## src/rtl/ram_bist_pkg.sv

```systemverilog
// Shared types and helpers for the RAM BIST controller: FSM states,
// LFSR feedback masks and the write/check data pattern.
package ram_bist_pkg;

    typedef enum logic [2:0] {
        IDLE  = 3'd0,
        WRITE = 3'd1,
        READ  = 3'd2,
        CHK   = 3'd3,
        DONE  = 3'd4
    } bist_state_e;

    // Feedback mask: bit i set means q[i] feeds the XOR; the MSB is always set.
    function automatic logic [7:0] lfsr_taps(input logic [3:0] aw);
        logic [7:0] mask;
        case (aw)
            4'd4:    mask = 8'h0C;
            4'd5:    mask = 8'h14;
            4'd6:    mask = 8'h30;
            4'd7:    mask = 8'h60;
            4'd8:    mask = 8'hB8;
            default: mask = 8'h0C;
        endcase
        return mask;
    endfunction

    // Pattern word for an address; callers truncate to their data width.
    function automatic logic [15:0] pat(input logic [7:0] addr);
        return {7'd0, addr, 1'b0};
    endfunction

endpackage

```

## src/rtl/lfsr_gen.sv

```systemverilog
// Fibonacci LFSR used as the read-address generator; a zero seed is
// replaced by 1 so the register can never lock up at 0.
module lfsr_gen
    import ram_bist_pkg::*;
#(
    parameter int AW = 4
) (
    input  logic          clk,
    input  logic          rst,
    input  logic          load,
    input  logic [AW-1:0] seed,
    input  logic          advance,
    output logic [AW-1:0] q
);

    localparam logic [AW-1:0] TAP_MASK = AW'(lfsr_taps(4'(AW)));

    logic [AW-1:0] q_q;
    logic [AW-1:0] q_d;

    // Next-state: load has priority over advance.
    always_comb begin
        q_d = q_q;
        if (load) begin
            q_d = (seed == '0) ? AW'(1'b1) : seed;
        end else if (advance) begin
            q_d = {q_q[AW-2:0], ^(q_q & TAP_MASK)};
        end else begin
            q_d = q_q;
        end
    end

    // State register.
    always_ff @(posedge clk) begin
        if (rst) begin
            q_q <= AW'(1'b1);
        end else begin
            q_q <= q_d;
        end
    end

    assign q = q_q;

endmodule

```

## src/rtl/ram_bist_ctrl.sv

```systemverilog
// RAM BIST controller: writes the address pattern to every location, then
// read-checks NUM_READS LFSR-chosen addresses with a one-stage pipeline.
module ram_bist_ctrl
    import ram_bist_pkg::*;
#(
    parameter int AW        = 4,
    parameter int DW        = 8,
    parameter int NUM_READS = 20
) (
    input  logic          clk,
    input  logic          rst,
    input  logic          start,
    input  logic [AW-1:0] seed,
    output logic [AW-1:0] mem_addr,
    output logic [DW-1:0] mem_din,
    output logic          mem_wr,
    output logic          mem_sel,
    input  logic [DW-1:0] mem_dout,
    output logic          busy,
    output logic          done,
    output logic          pass,
    output logic [7:0]    err_cnt,
    output logic [AW-1:0] first_err_addr,
    output logic          obs_valid,
    output logic [AW-1:0] obs_addr,
    output logic [DW-1:0] obs_data
);

    localparam int         DEPTH   = 1 << AW;
    localparam logic [7:0] LAST_WR = 8'(DEPTH - 1);
    localparam logic [7:0] LAST_RD = 8'(NUM_READS - 1);

    bist_state_e   state_q, state_d;
    logic [7:0]    cnt_q, cnt_d;
    logic [AW-1:0] lfsr_q;
    logic          start_acc;
    logic          lfsr_adv;
    logic          rd_mismatch;

    logic [AW-1:0] mem_addr_q, mem_addr_d;
    logic [DW-1:0] mem_din_q, mem_din_d;
    logic          mem_wr_q, mem_wr_d, mem_sel_q, mem_sel_d;
    logic          busy_q, busy_d, done_q, done_d, pass_q, pass_d;
    logic [7:0]    err_cnt_q, err_cnt_d;
    logic [AW-1:0] first_err_q, first_err_d;
    logic          obs_valid_q, obs_valid_d;
    logic [AW-1:0] obs_addr_q, obs_addr_d;
    logic [DW-1:0] obs_data_q, obs_data_d;
    logic          rd_pend_q, rd_pend_d;
    logic [AW-1:0] rd_addr_q, rd_addr_d;

    assign start_acc = (state_q == IDLE) && start;

    lfsr_gen #(.AW(AW)) u_lfsr (
        .clk     (clk),
        .rst     (rst),
        .load    (start_acc),
        .seed    (seed),
        .advance (lfsr_adv),
        .q       (lfsr_q)
    );

    // FSM next state and phase counter (write address / read index).
    always_comb begin
        state_d = state_q;
        cnt_d   = cnt_q;
        case (state_q)
            IDLE: begin
                if (start) begin
                    state_d = WRITE;
                    cnt_d   = 8'd0;
                end else begin
                    state_d = IDLE;
                end
            end
            WRITE: begin
                if (cnt_q == LAST_WR) begin
                    state_d = READ;
                    cnt_d   = 8'd0;
                end else begin
                    cnt_d = cnt_q + 8'd1;
                end
            end
            READ: begin
                if (cnt_q == LAST_RD) begin
                    state_d = CHK;
                    cnt_d   = 8'd0;
                end else begin
                    cnt_d = cnt_q + 8'd1;
                end
            end
            CHK:     state_d = DONE;
            DONE:    state_d = IDLE;
            default: begin
                state_d = IDLE;
                cnt_d   = 8'd0;
            end
        endcase
    end

    // Memory-side outputs are registered, so they are decoded from next state.
    always_comb begin
        mem_sel_d  = (state_d == WRITE) || (state_d == READ);
        mem_wr_d   = (state_d == WRITE);
        busy_d     = (state_d == WRITE) || (state_d == READ) || (state_d == CHK);
        done_d     = (state_d == DONE);
        lfsr_adv   = (state_d == READ);
        mem_addr_d = '0;
        mem_din_d  = '0;
        if (state_d == WRITE) begin
            mem_addr_d = cnt_d[AW-1:0];
            mem_din_d  = DW'(pat(cnt_d));
        end else if (state_d == READ) begin
            mem_addr_d = lfsr_q;
        end else begin
            mem_addr_d = '0;
        end
    end

    // Read pipeline and checker: a read presented last cycle is compared now.
    always_comb begin
        rd_pend_d   = mem_sel_q && !mem_wr_q;
        rd_addr_d   = mem_addr_q;
        rd_mismatch = rd_pend_q && (mem_dout != DW'(pat(8'(rd_addr_q))));
        obs_valid_d = rd_pend_q;
        obs_addr_d  = rd_pend_q ? rd_addr_q : '0;
        obs_data_d  = rd_pend_q ? mem_dout : '0;
        err_cnt_d   = err_cnt_q;
        first_err_d = first_err_q;
        pass_d      = pass_q;
        if (start_acc) begin
            err_cnt_d   = 8'd0;
            first_err_d = '0;
            pass_d      = 1'b0;
        end else if (rd_mismatch) begin
            if (err_cnt_q != 8'hFF) begin
                err_cnt_d = err_cnt_q + 8'd1;
            end else begin
                err_cnt_d = err_cnt_q;
            end
            if (err_cnt_q == 8'd0) begin
                first_err_d = rd_addr_q;
            end else begin
                first_err_d = first_err_q;
            end
        end else begin
            err_cnt_d = err_cnt_q;
        end
        if (state_d == DONE) begin
            pass_d = (err_cnt_d == 8'd0);
        end else begin
            pass_d = pass_d;
        end
    end

    // State and output registers.
    always_ff @(posedge clk) begin
        if (rst) begin
            state_q     <= IDLE;
            cnt_q       <= 8'd0;
            mem_addr_q  <= '0;
            mem_din_q   <= '0;
            mem_wr_q    <= 1'b0;
            mem_sel_q   <= 1'b0;
            busy_q      <= 1'b0;
            done_q      <= 1'b0;
            pass_q      <= 1'b0;
            err_cnt_q   <= 8'd0;
            first_err_q <= '0;
            obs_valid_q <= 1'b0;
            obs_addr_q  <= '0;
            obs_data_q  <= '0;
            rd_pend_q   <= 1'b0;
            rd_addr_q   <= '0;
        end else begin
            state_q     <= state_d;
            cnt_q       <= cnt_d;
            mem_addr_q  <= mem_addr_d;
            mem_din_q   <= mem_din_d;
            mem_wr_q    <= mem_wr_d;
            mem_sel_q   <= mem_sel_d;
            busy_q      <= busy_d;
            done_q      <= done_d;
            pass_q      <= pass_d;
            err_cnt_q   <= err_cnt_d;
            first_err_q <= first_err_d;
            obs_valid_q <= obs_valid_d;
            obs_addr_q  <= obs_addr_d;
            obs_data_q  <= obs_data_d;
            rd_pend_q   <= rd_pend_d;
            rd_addr_q   <= rd_addr_d;
        end
    end

    assign mem_addr       = mem_addr_q;
    assign mem_din        = mem_din_q;
    assign mem_wr         = mem_wr_q;
    assign mem_sel        = mem_sel_q;
    assign busy           = busy_q;
    assign done           = done_q;
    assign pass           = pass_q;
    assign err_cnt        = err_cnt_q;
    assign first_err_addr = first_err_q;
    assign obs_valid      = obs_valid_q;
    assign obs_addr       = obs_addr_q;
    assign obs_data       = obs_data_q;

endmodule

```

## config.mk

```make
export PLATFORM = sky130hd
export DESIGN_NAME = ram_bist_ctrl
export DESIGN_NICKNAME = d
export VERILOG_FILES = /design/src/rtl/ram_bist_pkg.sv /design/src/rtl/lfsr_gen.sv /design/src/rtl/ram_bist_ctrl.sv
export SDC_FILE = /design/constraint.sdc
export NUM_CORES = 1
export LEC_CHECK = 0
export BUFFER_PORTS_ARGS = -buffer_cell sky130_fd_sc_hd__buf_2
export CAP_MARGIN = 0
export CORE_UTILIZATION = 30
export DETAILED_ROUTE_END_ITERATION = 10
export PLACE_DENSITY = 0.55
export SLEW_MARGIN = 5
export SYNTH_ARGS = -nofsm -noshare
export SYNTH_HDL_FRONTEND = slang
export SYNTH_HIERARCHICAL = 1
export SYNTH_SLANG_ARGS = --single-unit
```

## constraint.sdc

```tcl
create_clock -name clk -period 5.9 [get_ports clk]
set_input_delay 0.295 -clock clk [delete_from_list [all_inputs] [get_ports clk]]
set_output_delay 0.295 -clock clk [all_outputs]
set_load 0.02 [all_outputs]
```

==> summary.md, run 1 <==
| Metric | Value |
|---|---|
| Final #Nets | `351` |
| Distinct cells, synth | `50` |
| 1st-pass router iterations | `4` |
| Slowest stage cell, crit path | `dfxtp_1` |
| Initial DRC count | `50` |
| Syn avg cell area | `~9.1 um^2` |
| Core box area | `8180 um^2` |
| RSZ-0062 raised after global routing | `no` |
| Post-synthesis sequential area ratio | `0.485` |
| Status | `complete, no violations` |
| Clk_lat worst skew | `0.33 ns` |
| Initial antenna violation count | `0` |
| Critical Path RT | `6.11 ns` |
| R2r setup slk | `3.70 ns` |
| Worst-case clock buffer depth | `2` |
| Antenna cell count | `0` |
| Worst clock skew | `0.00750 ns` |
| Yosys top cell area share | `0.485` |
| Final worst slack | `3.70 ns` |
| Synthesized cell area | `2520 um^2` |
| Synth Flop Type | `dfxtp_1` |
| Fmax | `0.454 GHz` |
| Number of buffers added on ports | `between 50 and 60` |
| Largest net degree at the start of global routing | `20` |
| Synth-to-Final Area Change | `20.8%` |
| Core Rows | `33` |
| CTS H-Tree Depth | `3` |
| Flops & latches, synth | `roughly 60` |
| Max VDD drop | `0.000144 V` |
| TritonCTS Buffers | `9` |
| Commonest non-fill, non-tap cell in the layout | `dfxtp_1` |
| Period utilization | `0.373` |
| Max-cap violations | `0` |
| Post-synth ARST share | `0` |
| Via count | `around 2.1k` |
| Vias in the first global route | `1,969` |
| Worst R2R Path Depth | `9` |
| Slew Limit Fails | `0` |
| Met2 routed wirelength | `2.54 mm` |
| Pwr Total | `between 800 and 900 uW` |
| Total GRT Usage | `0.139` |
| Fin crit period | `2.20 ns` |
| CP Capture Type | `flip-flop` |
| Reg2reg end | `u_lfsr/q[3]$_SDFFE_PP0P_` |
| WHS Endpoint | `obs_data[0]$_SDFF_PP0_` |
| Least-Margin Pin Slew | `0.949 ns` |
| Root Driver | `clkbuf_8` |
| # resized after CTS | `0` |
| Share of cells above drive strength 1 | `0.234` |
| Die X | `93.6 um` |
| Synth Net Count | `between 200 and 300` |
| Crit-path leading delay family | `simple AND/OR/NAND/NOR gates` |
| Drt drc | `0` |
| Total gr overflow | `0` |
| Synth warn | `6` |
| Worst setup SP type | `flip-flop` |
| Setup CP Type | `reg2reg` |
| Post-synth EDFFs | `0` |
| Hold Crit Class | `in2reg` |
| WP data arrival | `2.41 ns` |
| Io pins | `57` |
| Wire length on met1 | `about 2.5 mm` |
| Via-to-Cell Ratio | `4.67` |
| Worst-path clk slew | `0.06 ns` |
| Hold depth | `2` |
| Pre-CTS WS | `about 3.7 ns` |
| Setup Fix Bufs, Post-CTS | `0` |
| R2r startpoint | `cnt_q[0]$_SDFF_PP0_` |
| Initial Utilization | `0.308` |
| Syn Inst Count | `around 280` |
| Clk sinks | `61` |
| Worst path bufs/invs | `1` |
| Routed wire length | `~5.4 mm` |
| Drt wl/cell | `between 10 and 15 um` |
| Most frequent cells in the layout | `61 x dfxtp_1, 55 x buf_2, 40 x nor2_1` |
| Cts hold-fix bufs | `0` |
| DRT antenna net count | `0` |
| CP cell instances | `ha_1, nand3_1, o311ai_2, and2b_1, nand2_1, inv_1, mux2_2, mux2i_1, nor2_1` |
| Main area contributors after synthesis | `dfxtp_1 48%, nor2_1 6.0%, xor2_1 3.5%` |
| Die area | `about 8800 um^2` |
| Routability cong. | `0.860` |
| Min-delay src | `mem_dout[0]` |
| Worst slew margin | `0.363` |
| Die Ht | `93.6 um` |
| Final setup viols | `0` |
| PwrDens | `about 270 nW/um^2` |
| DR top layer | `met4` |
| Hold Vio Cnt, Final | `0` |
| Setup tns final | `0 ns` |
| First-pass GRT wire length | `9.31 mm` |
| CTS tree | `built` |
| DR WL met3 | `335 um` |
| Crit path max fanout | `5` |
| Largest area contributor in the netlist | `dfxtp_1` |
| HPWL Detailed | `4.02 mm` |
| Max stage delay on crit path | `0.37 ns` |
| Pleak | `0.00138 uW` |
## registers in the layout, indices dropped and copies added, names as in the netlist
signal	cells
done	1
obs_addr	4
obs_valid_d	1
obs_valid	1
cnt_q	8
u_lfsr/q	4
pass	1
mem_addr	4
mem_sel	1
err_cnt	8
mem_din	7
rd_addr_q	4
first_err_addr	4
mem_wr	1
busy	1
state_q	3
obs_data	8
## logic make-up after synthesis
kind of cell | count (synthesis) | share of synthesized area
AND/OR/NAND/NOR | 125 | 0.255
flip-flops | 61 | 0.485
AO/OA/AOI/OAI | 47 | 0.127
buffers and inverters | 18 | 0.0298
XOR/XNOR | 12 | 0.0417
multiplexers | 11 | 0.0452
adder cells (fa/ha/maj) | 3 | 0.0149
other | 1 | 0.00149
## through the flow
stage / instances / area (um^2) / hold slack, ns / utilization
6_report: 442 / 3040 / 0.175 / 0.372
5_1_grt: 442 / 3040 / 0.157 / 0.372
3_3_place_gp: 427 / 2880 / 0.451 / 0.352
2_1_floorplan: 278 / 2520 / 0.367 / -
4_1_cts: 442 / 3040 / 0.155 / 0.372
3_5_place_dp: 427 / 2880 / 0.454 / 0.352
## where the power goes
group          switching [uW]  internal, uW
Combinational            40.2          25.7
Sequential               8.88           423
Clock                     152           160
## worst max-delay path by stage
stage / start / to / slack (ns) / cells past startpoint
after CTS: cnt_q[0]$_SDFF_PP0_ / u_lfsr/q[3]$_SDFFE_PP0P_ / 3.69 / 9
after floorplan: cnt_q[7]$_SDFFE_PP0P_ / u_lfsr/q[3]$_SDFFE_PP0P_ / 3.88 / 8
final: cnt_q[0]$_SDFF_PP0_ / u_lfsr/q[3]$_SDFFE_PP0P_ / 3.70 / 9
after global placement: cnt_q[7]$_SDFFE_PP0P_ / u_lfsr/q[3]$_SDFFE_PP0P_ / 3.76 / 8
after detailed placement: cnt_q[0]$_SDFF_PP0_ / u_lfsr/q[3]$_SDFFE_PP0P_ / 3.71 / 9
after global routing: cnt_q[0]$_SDFF_PP0_ / u_lfsr/q[1]$_SDFFE_PP0P_ / 3.50 / 9
## synthesized netlist by cell type, types with 2 or more instances
cell and instances:
mux2_1 2, a21o_1 3, and2_1 13, ha_1 3
a211o_1 2, nor3_1 7, nor3b_1 3, clkbuf_1 9
o31ai_1 2, o2bb2ai_1 2, mux2i_1 8, nand3_1 5
nand2_1 18, nor4_1 3, nor2b_1 7, a21oi_1 12
or4_1 2, xor2_1 10, inv_1 7, buf_4 2
and3_1 7, nand4_1 4, nand2b_1 5, or2_2 2
o21ai_0 11, dfxtp_1 61, a31oi_1 3, nand3b_1 2
and4_1 2, nor2_1 40, xnor2_1 2
## layer usage
| layer | track usage | up-vias |
|---|---|---|
| met5 | 0 | - |
| met2 | 0.223 | 53 |
| met3 | 0.0569 | 6 |
| li1 | - | 1068 |
| met4 | 0.0423 | 0 |
| met1 | 0.171 | 939 |
## area by class of cell
| cell class | instances | area (um^2) |
|---|---|---|
| inverters | 7 | 26.3 |
| well taps | 105 | 131 |
| multi-input cells | 199 | 1220 |
| repair buffers | 55 | 275 |
| clock inverters | 4 | 25.0 |
| fillers | 878 | 5130 |
| clock buffers | 11 | 141 |
| flip-flops and latches | 61 | 1220 |
No activity file was read; power rests on OpenSTA's default activity.
==> run 2: changes to the inputs <==
PLACE_DENSITY = 0.57   (was 0.55)
clock period = 1.9 ns   (was 5.9 ns; I/O delays follow)
==> run 2 against run 1 <==
- the run now ends with negative setup slack left
- flip-flop and latch count is the same
- final area grew 19%
- non-clock buffer count grew 52
- die area is the same
- count of clock-buffer cells in the layout shrank 2
- final cell count grew 12%
- total power grew to 3.6 times the previous value
- core utilization grew 7.2 points
- first-iteration DRC count grew 36%
- largest power group unchanged
- wire length grew 13%
- setup slack lost 3.8 ns
- critical path type unchanged
- hold slack lost 0.16 ns
==> summary.md, run 2 (synthesis gave the netlist of run 1 again) <==
| Metric | Value |
|---|---|
| Status | `complete, but fails checks (was complete, no violations)` |
| Failing checks | `negative setup slack` |
| Synth-to-Final Area Change | `44.2% (was 20.8%)` |
| Critical Path RT | `2.13 ns (was 6.11 ns)` |
| Share of cells above drive strength 1 | `0.368 (was 0.234)` |
| # fillers | `800 (was 878)` |
| 1st-pass router iterations | `4 (unchanged)` |
| HPWL Detailed | `4.35 mm (was 4.02 mm)` |
| Slowest stage cell, crit path | `or3_4 (was dfxtp_1)` |
| Clk sinks | `61 (unchanged)` |
| DR WL met3 | `299 um (was 335 um)` |
| Routed wire length | `6.13 mm (was 5.45 mm)` |
| Worst setup path startpoint | `cnt_q[7]$_SDFFE_PP0P_ (was cnt_q[0]$_SDFF_PP0_)` |
| Via-to-Cell Ratio | `4.68 (was 4.67)` |
| Hold_ws | `0.0138 ns (was 0.175 ns)` |
| Final setup viols | `5 (was 0)` |
| Total GRT Usage | `0.149 (was 0.139)` |
| Worst path bufs/invs | `1 (unchanged)` |
| CP Capture Type | `flip-flop (unchanged)` |
| Vias in the first global route | `2,275 (was 1,969)` |
| Number of buffers added on ports | `55 (unchanged)` |
| CTS H-Tree Depth | `3 (unchanged)` |
| R2r startpoint | `cnt_q[7]$_SDFFE_PP0P_ (was cnt_q[0]$_SDFF_PP0_)` |
| Initial antenna violation count | `0 (unchanged)` |
| Worst setup SP type | `flip-flop (unchanged)` |
| Largest net degree at the start of global routing | `14 (was 20)` |
| Initial Utilization | `0.308 (unchanged)` |
| Core box area | `8180 um^2 (unchanged)` |
| Pwr Total | `2910 uW (was 809 uW)` |
| First-pass GRT wire length | `10.1 mm (was 9.31 mm)` |
| Placed Cells incl. Taps | `465 (was 427)` |
| Worst slew margin | `0.563 (was 0.363)` |
| Clk_lat worst skew | `0.34 ns (was 0.33 ns)` |
| Initial DRC count | `68 (was 50)` |
| Total gr overflow | `0 (unchanged)` |
| Least-Margin Pin Slew | `0.654 ns (was 0.949 ns)` |
| Most frequent cells in the layout | `58 x dfxtp_1, 55 x buf_2, 43 x buf_4 (was 61 x dfxtp_1, 55 x buf_2, 40 x nor2_1)` |
| Slew Limit Fails | `0 (unchanged)` |
| Antenna cell count | `0 (unchanged)` |
| Worst-case clock buffer depth | `2 (unchanged)` |
| Routability cong. | `0.892 (was 0.860)` |
| Worst clock skew | `0.00680 ns (was 0.00750 ns)` |
| Crit path max fanout | `4 (was 5)` |
| Commonest non-fill, non-tap cell in the layout | `dfxtp_1 (unchanged)` |
| Core Rows | `33 (unchanged)` |
| Min-delay src | `seed[0] (was mem_dout[0])` |
| Via count | `2,321 (was 2,066)` |
| Max-cap violations | `0 (unchanged)` |
| WP data arrival | `2.22 ns (was 2.41 ns)` |
| Wire length on met1 | `2.72 mm (was 2.51 mm)` |
| Fmax | `0.503 GHz (was 0.454 GHz)` |
| Fin crit period | `1.99 ns (was 2.20 ns)` |
| Period utilization | `1.05 (was 0.373)` |
| Met2 routed wirelength | `2.97 mm (was 2.54 mm)` |
| PwrDens | `803 nW/um^2 (was 266 nW/um^2)` |
| Pre-CTS WS | `-0.0639 ns (was 3.71 ns)` |
| Root Driver | `clkbuf_8 (unchanged)` |
| Hold Vio Cnt, Final | `0 (unchanged)` |
| CP cell instances | `or3_4, o311ai_4, and2b_1, nand2_2, inv_4, mux2_2, mux2i_1, nor2_1 (was ha_1, nand3_1, o311ai_2, and2b_1, nand2_1, inv_1, mux2_2, mux2i_1, nor2_1)` |
| Max stage delay on crit path | `0.41 ns (was 0.37 ns)` |
| Crit-path leading delay family | `simple AND/OR/NAND/NOR gates (unchanged)` |
| Pleak | `0.00168 uW (was 0.00138 uW)` |
| Fin util | `0.444 (was 0.372)` |
| Drt wl/cell | `12.4 um (was 12.3 um)` |
| Worst-path clk slew | `0.07 ns (was 0.06 ns)` |
| RSZ-0062 raised after global routing | `yes (was no)` |
| CTS tree | `built (unchanged)` |
| Io pins | `57 (unchanged)` |
| TritonCTS Buffers | `9 (unchanged)` |
| Max VDD drop | `0.000424 V (was 0.000144 V)` |
| Final worst slack | `-0.0870 ns (was 3.70 ns)` |
| Fin cells | `496 (was 442)` |
| Die Ht | `93.6 um (unchanged)` |
| DR top layer | `met4 (unchanged)` |
| Final #Nets | `404 (was 351)` |
| Drt drc | `0 (unchanged)` |
| Die area | `8770 um^2 (unchanged)` |
| Die X | `93.6 um (unchanged)` |
| Setup CP Type | `reg2reg (unchanged)` |
| DRT antenna net count | `0 (unchanged)` |
| Hold Crit Class | `in2reg (unchanged)` |
[run 2: timing repair]
action / 4_1_cts / 5_1_grt
cloned: 0 / 1
hold buffers: 9 / 0
resized for setup: 1 / 24
setup endpoints to repair: 3 / 24
setup buffers: 0 / 5
pin swaps: 0 / 9
endpoints found under the hold margin: 9 / 0
[run 2: worst paths after layout]
| check | endpoint | slack, ns | depth (start not counted) |
|---|---|---|---|
| worst max-delay path | u_lfsr/q[3]$_SDFFE_PP0P_ | -0.09 | 8 |
| worst min-delay path | u_lfsr/q[0]$_SDFFE_PP1P_ | 0.01 | 3 |
| worst max register to register | u_lfsr/q[3]$_SDFFE_PP0P_ | -0.09 | 8 |
| worst min register to register | obs_valid_d$_SDFF_PP0_ | 0.46 | 1 |
[run 2: report_power, final]
| group | internal [uW] | switching [uW] | total (uW) |
|---|---|---|---|
| sequential | 1310 | 26.2 | 1340 |
| combinational | 143 | 154 | 297 |
| clock | 742 | 537 | 1280 |
[run 2: area by class of cell]
class                   instances  area, um^2  area share
clock buffers                   9         124      0.0341
well taps                     105         131      0.0362
repair buffers                107         688       0.190
clock inverters                 7        97.6      0.0269
multi-input cells             200        1340       0.368
flip-flops and latches         61        1220       0.337
inverters                       7        28.8     0.00793
[run 2: layer usage]
metal | up-vias | global-route usage
met2 | 58 | 0.256
li1 | 1183 | -
met1 | 1064 | 0.170
met4 | 0 | 0.0538
met5 | - | 0
met3 | 16 | 0.0545
[run 2: stage by stage]
step	setup TNS [ns]	area, um^2
after floorplan	0	2540
after global placement	-0.0378	3180
after detailed placement	-0.176	3180
after CTS	-0.205	3500
after global routing	-0.951	3630
final	-0.207	3630
[run 2: worst register-to-register path: cells and delay by family (launching register included)]
family	cells	cell delay [ns]
mux	2	0.46
buf+inv	1	0.09
simple gates	4	0.74
compound gates	1	0.27
flops	1	0.31
